### src/rtl/tex_flash_sched.sv
// Purpose : arbitrates two single-byte SPI flash read requesters (renderer, host) onto one flash port.
// Latency : ack pulses in the 81st cycle after the accepting edge; csb stays high >= 3 cycles between reads.
// Backpressure: requests are level-held until their ack; none are accepted while a read is in flight or in the gap.
// Ports   : clk/reset (async, active high); i_req0/i_addr0 renderer, i_req1/i_addr1 host;
//           o_ack0/o_ack1 completion pulses with o_rdata; o_busy; o_tex_* flash pins, i_tex_in[1] = MISO.
module tex_flash_sched #(
    parameter logic [7:0] READ_CMD = 8'h03
) (
    input  logic        clk,
    input  logic        reset,
    input  logic        i_req0,
    input  logic [23:0] i_addr0,
    input  logic        i_req1,
    input  logic [23:0] i_addr1,
    output logic        o_ack0,
    output logic        o_ack1,
    output logic [7:0]  o_rdata,
    output logic        o_busy,
    output logic        o_tex_csb,
    output logic        o_tex_sclk,
    output logic        o_tex_out0,
    output logic        o_tex_oeb0,
    input  logic [3:0]  i_tex_in
);

    localparam logic [1:0] S_IDLE  = 2'd0;
    localparam logic [1:0] S_SHIFT = 2'd1;
    localparam logic [1:0] S_DONE  = 2'd2;
    localparam logic [1:0] S_GAP   = 2'd3;

    logic [1:0]  state;
    logic [5:0]  bit_cnt;   // 0..39: 8 opcode, 24 address, 8 data bits
    logic        phase;     // 0 = sclk low phase, 1 = sclk high phase
    logic [31:0] tx_sr;     // remaining opcode/address bits, next bit at [31]
    logic [6:0]  rx_sr;     // first seven data bits; the eighth joins on the final edge
    logic        cur_id;
    logic        last_id;   // last-served requester, the other one wins a tie
    logic        grant1;
    logic        miso;

    // Only io1 carries read data; the other pads are inputs we ignore.
    logic unused_tex_in;
    assign unused_tex_in = ^{i_tex_in[3:2], i_tex_in[0]};
    assign miso = i_tex_in[1];

    always_comb begin
        grant1 = i_req1 && (!i_req0 || !last_id);
    end

    always_ff @(posedge clk or posedge reset) begin
        if (reset) begin
            state      <= S_IDLE;
            bit_cnt    <= 6'd0;
            phase      <= 1'b0;
            tx_sr      <= 32'd0;
            rx_sr      <= 7'd0;
            cur_id     <= 1'b0;
            last_id    <= 1'b1;
            o_ack0     <= 1'b0;
            o_ack1     <= 1'b0;
            o_rdata    <= 8'd0;
            o_busy     <= 1'b0;
            o_tex_csb  <= 1'b1;
            o_tex_sclk <= 1'b0;
            o_tex_out0 <= 1'b0;
            o_tex_oeb0 <= 1'b1;
        end else begin
            o_ack0 <= 1'b0;
            o_ack1 <= 1'b0;
            case (state)
                S_IDLE: begin
                    if (i_req0 || i_req1) begin
                        state      <= S_SHIFT;
                        o_busy     <= 1'b1;
                        o_tex_csb  <= 1'b0;
                        o_tex_sclk <= 1'b0;
                        o_tex_oeb0 <= 1'b0;
                        o_tex_out0 <= READ_CMD[7];
                        tx_sr      <= {READ_CMD[6:0], (grant1 ? i_addr1 : i_addr0), 1'b0};
                        bit_cnt    <= 6'd0;
                        phase      <= 1'b0;
                        cur_id     <= grant1;
                        last_id    <= grant1;
                    end
                end
                S_SHIFT: begin
                    if (!phase) begin
                        o_tex_sclk <= 1'b1;
                        phase      <= 1'b1;
                    end else begin
                        // Edge ending the high phase: data bits are sampled here.
                        o_tex_sclk <= 1'b0;
                        phase      <= 1'b0;
                        if (bit_cnt >= 6'd32) begin
                            rx_sr <= {rx_sr[5:0], miso};
                        end
                        if (bit_cnt == 6'd39) begin
                            state      <= S_DONE;
                            o_tex_csb  <= 1'b1;
                            o_tex_oeb0 <= 1'b1;
                            o_tex_out0 <= 1'b0;
                            o_rdata    <= {rx_sr, miso};
                            o_ack0     <= !cur_id;
                            o_ack1     <= cur_id;
                        end else begin
                            bit_cnt <= bit_cnt + 6'd1;
                            if (bit_cnt < 6'd31) begin
                                o_tex_out0 <= tx_sr[31];
                                tx_sr      <= {tx_sr[30:0], 1'b0};
                            end else begin
                                // Data phase: release io0 so the flash can drive.
                                o_tex_out0 <= 1'b0;
                                o_tex_oeb0 <= 1'b1;
                            end
                        end
                    end
                end
                S_DONE: begin
                    state <= S_GAP;
                end
                S_GAP: begin
                    state  <= S_IDLE;
                    o_busy <= 1'b0;
                end
                default: begin
                    state <= S_IDLE;
                end
            endcase
        end
    end

endmodule

### config.mk
export PLATFORM = sky130hd
export DESIGN_NAME = tex_flash_sched
export DESIGN_NICKNAME = d
export VERILOG_FILES = /design/src/rtl/tex_flash_sched.sv
export SDC_FILE = /design/constraint.sdc
export NUM_CORES = 1
export LEC_CHECK = 0
export CAP_MARGIN = 20
export CORE_MARGIN = 10
export CORE_UTILIZATION = 52
export DETAILED_ROUTE_END_ITERATION = 8
export GPL_ROUTABILITY_DRIVEN = 0
export PLACE_DENSITY = 0.84
export SETUP_SLACK_MARGIN = 0.1
export SLEW_MARGIN = 20
export SYNTH_ARGS = -nofsm -noshare
export SYNTH_HDL_FRONTEND = slang
export SYNTH_SLANG_ARGS = --single-unit
export TNS_END_PERCENT = 20
### constraint.sdc
create_clock -name clk -period 4.3 [get_ports clk]
set_clock_uncertainty 0.2 [all_clocks]
set_input_delay 0.86 -clock clk [delete_from_list [all_inputs] [get_ports clk]]
set_output_delay 0.86 -clock clk [all_outputs]
set_load 0.01 [all_outputs]
==> impl_results.md, run 1 <==
- CTS tree: built
- Synth cell types: 40
- Pin count of the biggest net entering global routing: 49
- #FFs+latches synth: 63
- Post-Syn Nets: 377
- Reg2reg path depth: 6
- Slew @ Worst Pin: 0.855 ns
- Sequential area share after synthesis: 50.2%
- Global route total overflow: 0
- Nature of the critical path endpoint: flop
- Setup_tns: 0 ns
- Area leader, netlist: dfrtp_1
- I/O Buffers: 67
- Ys Warns: 0
- Starting density of the core: 53.5%
- Core Box Area: 0.00589 sq mm
- Clk root buf: clkbuf_8
- Leak pwr: 1.88 nW
- Initial DRC count: 173
- Fin util: 69.3%
- Startpoint Class: flop
- Hold Vio Cnt, Final: 0
- Synth top area cells: dfrtp_1, mux2_2, a21o_1, o22ai_1, nand2_1
- Die span in y: 97.8 um
- Hpwl dp: 5070 um
- GRT Resource Usage Total: 15.2%
- Tcrit/Tclk final: 69.2%
- Pwr Density: 617 mW/mm^2
- Dominant register cell in the synthesized netlist: dfrtp_1
- CTS Buf Count: 9
- Diode count: 0
- Via count: 2528
- Final #Nets: 442
- I/O Pins: 71
- CP max stage delay: 0.76 ns
- Die Area: 0.00956 sq mm
- DIE WIDTH: 97.8 um
- Synth top area share: 47.7%
- Hold Crit Depth: 2
- CTS hold repair buffers: 0
- Critical path arrival: 3.02 ns
- Number of synthesized flops with an enable pin: 0
- Cell Area, Synth: 0.00315 sq mm
- Crit path kind: reg2reg
- Clk_lat worst skew: 0.33 ns
- Post-CTS setup buffers: 0
- Final setup viols: 0
- Layout cell share with drive strength beyond 1: 11.7%
- Hold WC Path Type: reg2reg
- Peak VDD IR: 0.329 mV
- First-pass GRT wire length: 12200 um
- Min Clock Period, post-route: 2.97 ns
- Critical-path top delay cell: clkinv_1
- Reg clk slew, reported paths: 0.07 ns
- Status: completed
- H-tree depth: 3
- Remaining antenna violation count: 0
- Buf/Inv on CP: 2
- Cell Rows: 28
- CP Depth: 6
- Clock Sinks: 63
- # DRC: 0
- Fmax: 0.336 GHz
- P&R area growth vs syn: 29.7%
- Slew headroom: 42.7%
- Max Slew Vio Count: 0
- CP Max Fanout: 27
- WP data required: 4.34 ns
- Number of global-route vias before repair: 2597
- Largest delay share family, worst path: buffers and inverters
- Maxcap violations: 0
- Mapped Cells: 314
- Async SR Flop Fraction: 100%
- Synthesized area per cell: 10.0 sq um
- WL/cell: 15.8 um
- Drt pass-1 iters: 4
- Clock tree buffer depth: 2
- Detailed-route vias per instance: 5.51
- Drt total wl: 7240 um
- Cell Chain, Critical Path: inv_1, ha_1, clkinv_1, nand3_1, nand2_1, o21ai_0
- Initial antenna violation count: 0
- RSZ-0062 raised after global routing: false
- Cts repair resizes: 0
## sequential cells by signal (all words and copies together) (netlist names), 2 cells and up
register and count:
o_rdata 8, rx_sr 7, bit_cnt 6, state 2, tx_sr 31
## cell families after synthesis
| group | Yosys count | synth area share [%] |
|---|---|---|
| buf+inv | 27 | 4.25 |
| compound gates | 96 | 19.4 |
| flops | 63 | 50.2 |
| mux | 21 | 7.32 |
| xor+xnor | 3 | 0.835 |
| simple gates | 97 | 15.2 |
| fa+ha+maj | 7 | 2.78 |
## cell type report
cell class | count | area [sq um]
multi-input combinational | 224 | 1440
clock inverter | 5 | 56.3
tap | 75 | 93.8
inverter | 9 | 33.8
clock buffer | 11 | 151
timing repair buffer | 72 | 721
fill | 457 | 1810
sequential | 63 | 1580
## cell usage in the layout, fill, tap and decap left out, drive strengths merged, types with 4 or more instances in the layout
master / synthesis / final
dfrtp: 60 / 60
nand3: 10 / 10
mux2: 16 / 16
buf: 10 / 5
clkbuf: 8 / 11
clkinv: 1 / 4
nand4: 4 / 4
nand2: 39 / 39
inv: 8 / 8
o22ai: 24 / 24
o21ai: 31 / 31
mux2i: 5 / 5
clkdlybuf4s50: 0 / 67
a21o: 23 / 23
a21oi: 7 / 7
nor2: 11 / 11
ha: 7 / 7
nor2b: 23 / 23
## layer usage
| metal | global-route usage, % | up-vias | share of wire, % |
|---|---|---|---|
| met3 | 5.57 | 8 | 6.5 |
| li1 | - | 1241 | - |
| met2 | 23.4 | 73 | 48 |
| met4 | 6.26 | 0 | 1.3 |
| met1 | 18.8 | 1206 | 44 |
| met5 | 0 | - | 0 |
## worst paths after layout
path | startpoint | end | slack, ns
min in group asynchronous | reset | o_rdata[0]$_DFFE_PP0P_ | 0.64
min reg2reg | o_tex_out0$_DFFE_PP0P_ | o_tex_out0$_DFFE_PP0P_ | 0.29
max in group asynchronous | reset | o_tex_csb$_DFFE_PP1P_ | 2.64
min | o_tex_out0$_DFFE_PP0P_ | o_tex_out0$_DFFE_PP0P_ | 0.29
max reg2reg | state[1]$_DFFE_PP0P_ | tx_sr[28]$_DFFE_PP0P_ | 1.33
max | state[1]$_DFFE_PP0P_ | tx_sr[28]$_DFFE_PP0P_ | 1.33
## synth_stat cells, types with 3 or more instances
cell,n
xnor2_1,3
nand2_1,39
nor2_1,11
o22ai_1,24
clkbuf_1,8
dfrtp_1,60
a21oi_1,7
inv_1,8
a21o_1,23
dfstp_2,3
buf_2,5
mux2i_1,5
nand4_1,4
buf_4,3
o21ai_1,23
nor2b_1,23
nand3_1,10
o21ai_0,8
ha_1,7
mux2_2,16
## worst reg2reg max path: stages (launching register included)
cell and delay, ns:
dfrtp_1 0.42, inv_1 0.11, ha_1 0.45, clkinv_1 0.77, nand3_1 0.64, nand2_1 0.12, o21ai_0 0.18
## stage by stage
stage | setup WS (ns) | total power [mW] | cells | instance area [sq um] | hold WS (ns)
5_1_grt | 1.03 | 2.72 | 459 | 4080 | 0.323
4_1_cts | 1.29 | 2.53 | 458 | 4060 | 0.286
6_report | 1.33 | 2.52 | 459 | 4080 | 0.286
2_1_floorplan | 1.68 | 1.78 | 314 | 3150 | 0.226
3_5_place_dp | 1.19 | 2.00 | 442 | 3850 | 0.264
3_3_place_gp | 1.21 | 1.94 | 442 | 3850 | 0.251
## power breakdown
part,switching [mW],total (mW),internal [mW]
Clock,0.231,0.529,0.298
Combinational,0.613,1.06,0.443
Sequential,0.133,0.933,0.800
Total,0.977,2.52,1.54
Power figures use the tool's default switching activity.
==> inputs of run 2 (changes only) <==
- CORE_UTILIZATION: 52 -> 45
- PLACE_DENSITY: 0.84 -> 0.78
- clock period: 4.3 -> 2.66 ns (I/O delays scaled with it)
==> impl_results.md, run 2 (synthesis gave the netlist of run 1 again) <==
- Pwr Density: 969 mW/mm^2
- CP Max Fanout: 46
- Status: completed
- Largest delay share family, worst path: simple AND/OR/NAND/NOR gates
- Hold Vio Cnt, Final: 0
- Peak VDD IR: 0.646 mV
- Buf/Inv on CP: 2
- I/O Buffers: 67
- Commonest cells after routing, fill and taps aside: clkdlybuf4s50_1, dfrtp_1, nand2_1
- Detailed-route vias per instance: 5.17
- P&R area growth vs syn: 31.3%
- Min Clock Period, post-route: 2.32 ns
- RSZ-0062 raised after global routing: false
- GRT Resource Usage Total: 13.4%
- Logic pwr share: 45.0%
- Layout cell share with drive strength beyond 1: 12.6%
- Biggest regs: tx_sr (31), o_rdata (8), rx_sr (7)
- Max reg flops: 31
- Cell Chain, Critical Path: inv_1, ha_1, nor3b_2, o32a_1, buf_12, nand2_1, o21ai_1
- I/O Pins: 71
- Starting density of the core: 46.3%
- Leak pwr: 1.89 nW
- Clock Sinks: 63
- CTS hold repair buffers: 0
- Net switching power: 1.58 mW
- Hold WC Path Type: reg2reg
- Drt pass-1 iters: 4
- Crit path kind: reg2reg
- CTS tree: built
- Initial DRC count: 145
- WP data required: 2.73 ns
- Number of global-route vias before repair: 2609
- Hpwl dp: 5160 um
- Worst reg2reg path startpoint: state[0]$_DFFE_PP0P_
- Nature of the critical path endpoint: flop
- Post-CTS setup buffers: 0
- Reg with most FFs: tx_sr
- Hold Path Origin: o_tex_out0$_DFFE_PP0P_
- CTS Buf Count: 9
- Core Box Area: 0.00679 sq mm
- Pin count of the biggest net entering global routing: 47
- Diode count: 0
- Via count: 2506
- DIE WIDTH: 104 um
- Final #Nets: 447
- Initial antenna violation count: 0
- Slew headroom: 57.2%
- Clk_lat worst skew: 0.34 ns
- Maxcap violations: 0
- Tcrit/Tclk final: 87.2%
- Remaining antenna violation count: 0
- Fmax: 0.431 GHz
- Startpoint Class: flop
- Cts repair resizes: 0
- Fillers: 572
- Sw Share: 39.4%
- # DRC: 0
- Slew @ Worst Pin: 0.625 ns
- Critical path arrival: 2.39 ns
- Start point of the critical path: state[0]$_DFFE_PP0P_
- Max Slew Vio Count: 0
- Clock network power share: 17.5%
- Clock tree buffer depth: 2
- Internal: 2.43 mW
- Global route total overflow: 0
- Clk root buf: clkbuf_8
- Die span in y: 104 um
- CP max stage delay: 0.51 ns
- H-tree depth: 3
- Critical-path top delay cell: nor3b_2
- Die Area: 0.0107 sq mm
- Drt total wl: 6990 um
- Cell Rows: 30
- Final setup viols: 0
- Total power: 4.01 mW
- WL/cell: 14.4 um
- Sequential power share: 37.5%
- Setup_tns: 0 ns
- First-pass GRT wire length: 12100 um
- Reg clk slew, reported paths: 0.07 ns
- Commonest non-fill, non-tap cell in the layout: clkdlybuf4s50_1
## run 2: cell types whose count changed in the layout (fill, tap and decap cells not counted), sizes merged
cell,change
clkinvlp,+2
buf,+5
clkbuf,-1
bufinv,-1
## run 2: metal layers
metal	GRT usage, %	wire (um)
met3	7.50	669
met5	0	0
met1	15.8	3090
met4	5.14	68
met2	19.8	3160
## run 2: power groups by stage
stage,logic (mW),clock network (mW),registers [mW]
2_1_floorplan,1.42,0,1.46
3_3_place_gp,1.73,0,1.51
3_5_place_dp,1.80,0,1.51
4_1_cts,1.81,0.722,1.50
5_1_grt,2.05,0.771,1.54
6_report,1.80,0.700,1.50
## run 2: cell type report
type,count,area (sq um),area share (%)
Sequential cell,63,1580,38.2
Inverter,9,33.8,0.817
Tap cell,96,120,2.91
Clock buffer,10,128,3.09
Timing Repair Buffer,77,783,19.0
Multi-Input combinational cell,224,1450,35.1
Clock inverter,6,37.5,0.908
## run 2: worst paths after layout
kind / end / slack [ns] / cells after the start
worst max register to register: tx_sr[16]$_DFFE_PP0P_ / 0.34 / 7
worst min register to register: o_tex_out0$_DFFE_PP0P_ / 0.27 / 2
worst max-delay path: tx_sr[16]$_DFFE_PP0P_ / 0.34 / 7
max in group asynchronous: o_tex_csb$_DFFE_PP1P_ / 1.30 / 3
min in group asynchronous: tx_sr[4]$_DFFE_PP0P_ / 0.35 / 2
worst min-delay path: o_tex_out0$_DFFE_PP0P_ / 0.27 / 2
## run 2: tightest hold or removal path, delay by kind of cell (launching register included)
| kind | cells | cell delay, ns |
|---|---|---|
| simple gates | 2 | 0.10 |
| flops | 1 | 0.34 |
## run 2: per-stage QoR
step,area [sq um],setup slack [ns],utilization (%),std cells,hold slack (ns)
finish,4130,0.340,60.8,485,0.273
global route,4130,0.135,60.8,485,0.308
CTS,4130,0.249,60.7,485,0.278
detailed placement,3960,0.0596,58.3,469,0.267
global placement,3960,0.112,58.3,469,0.254
floorplan,3150,0.363,-,314,0.226
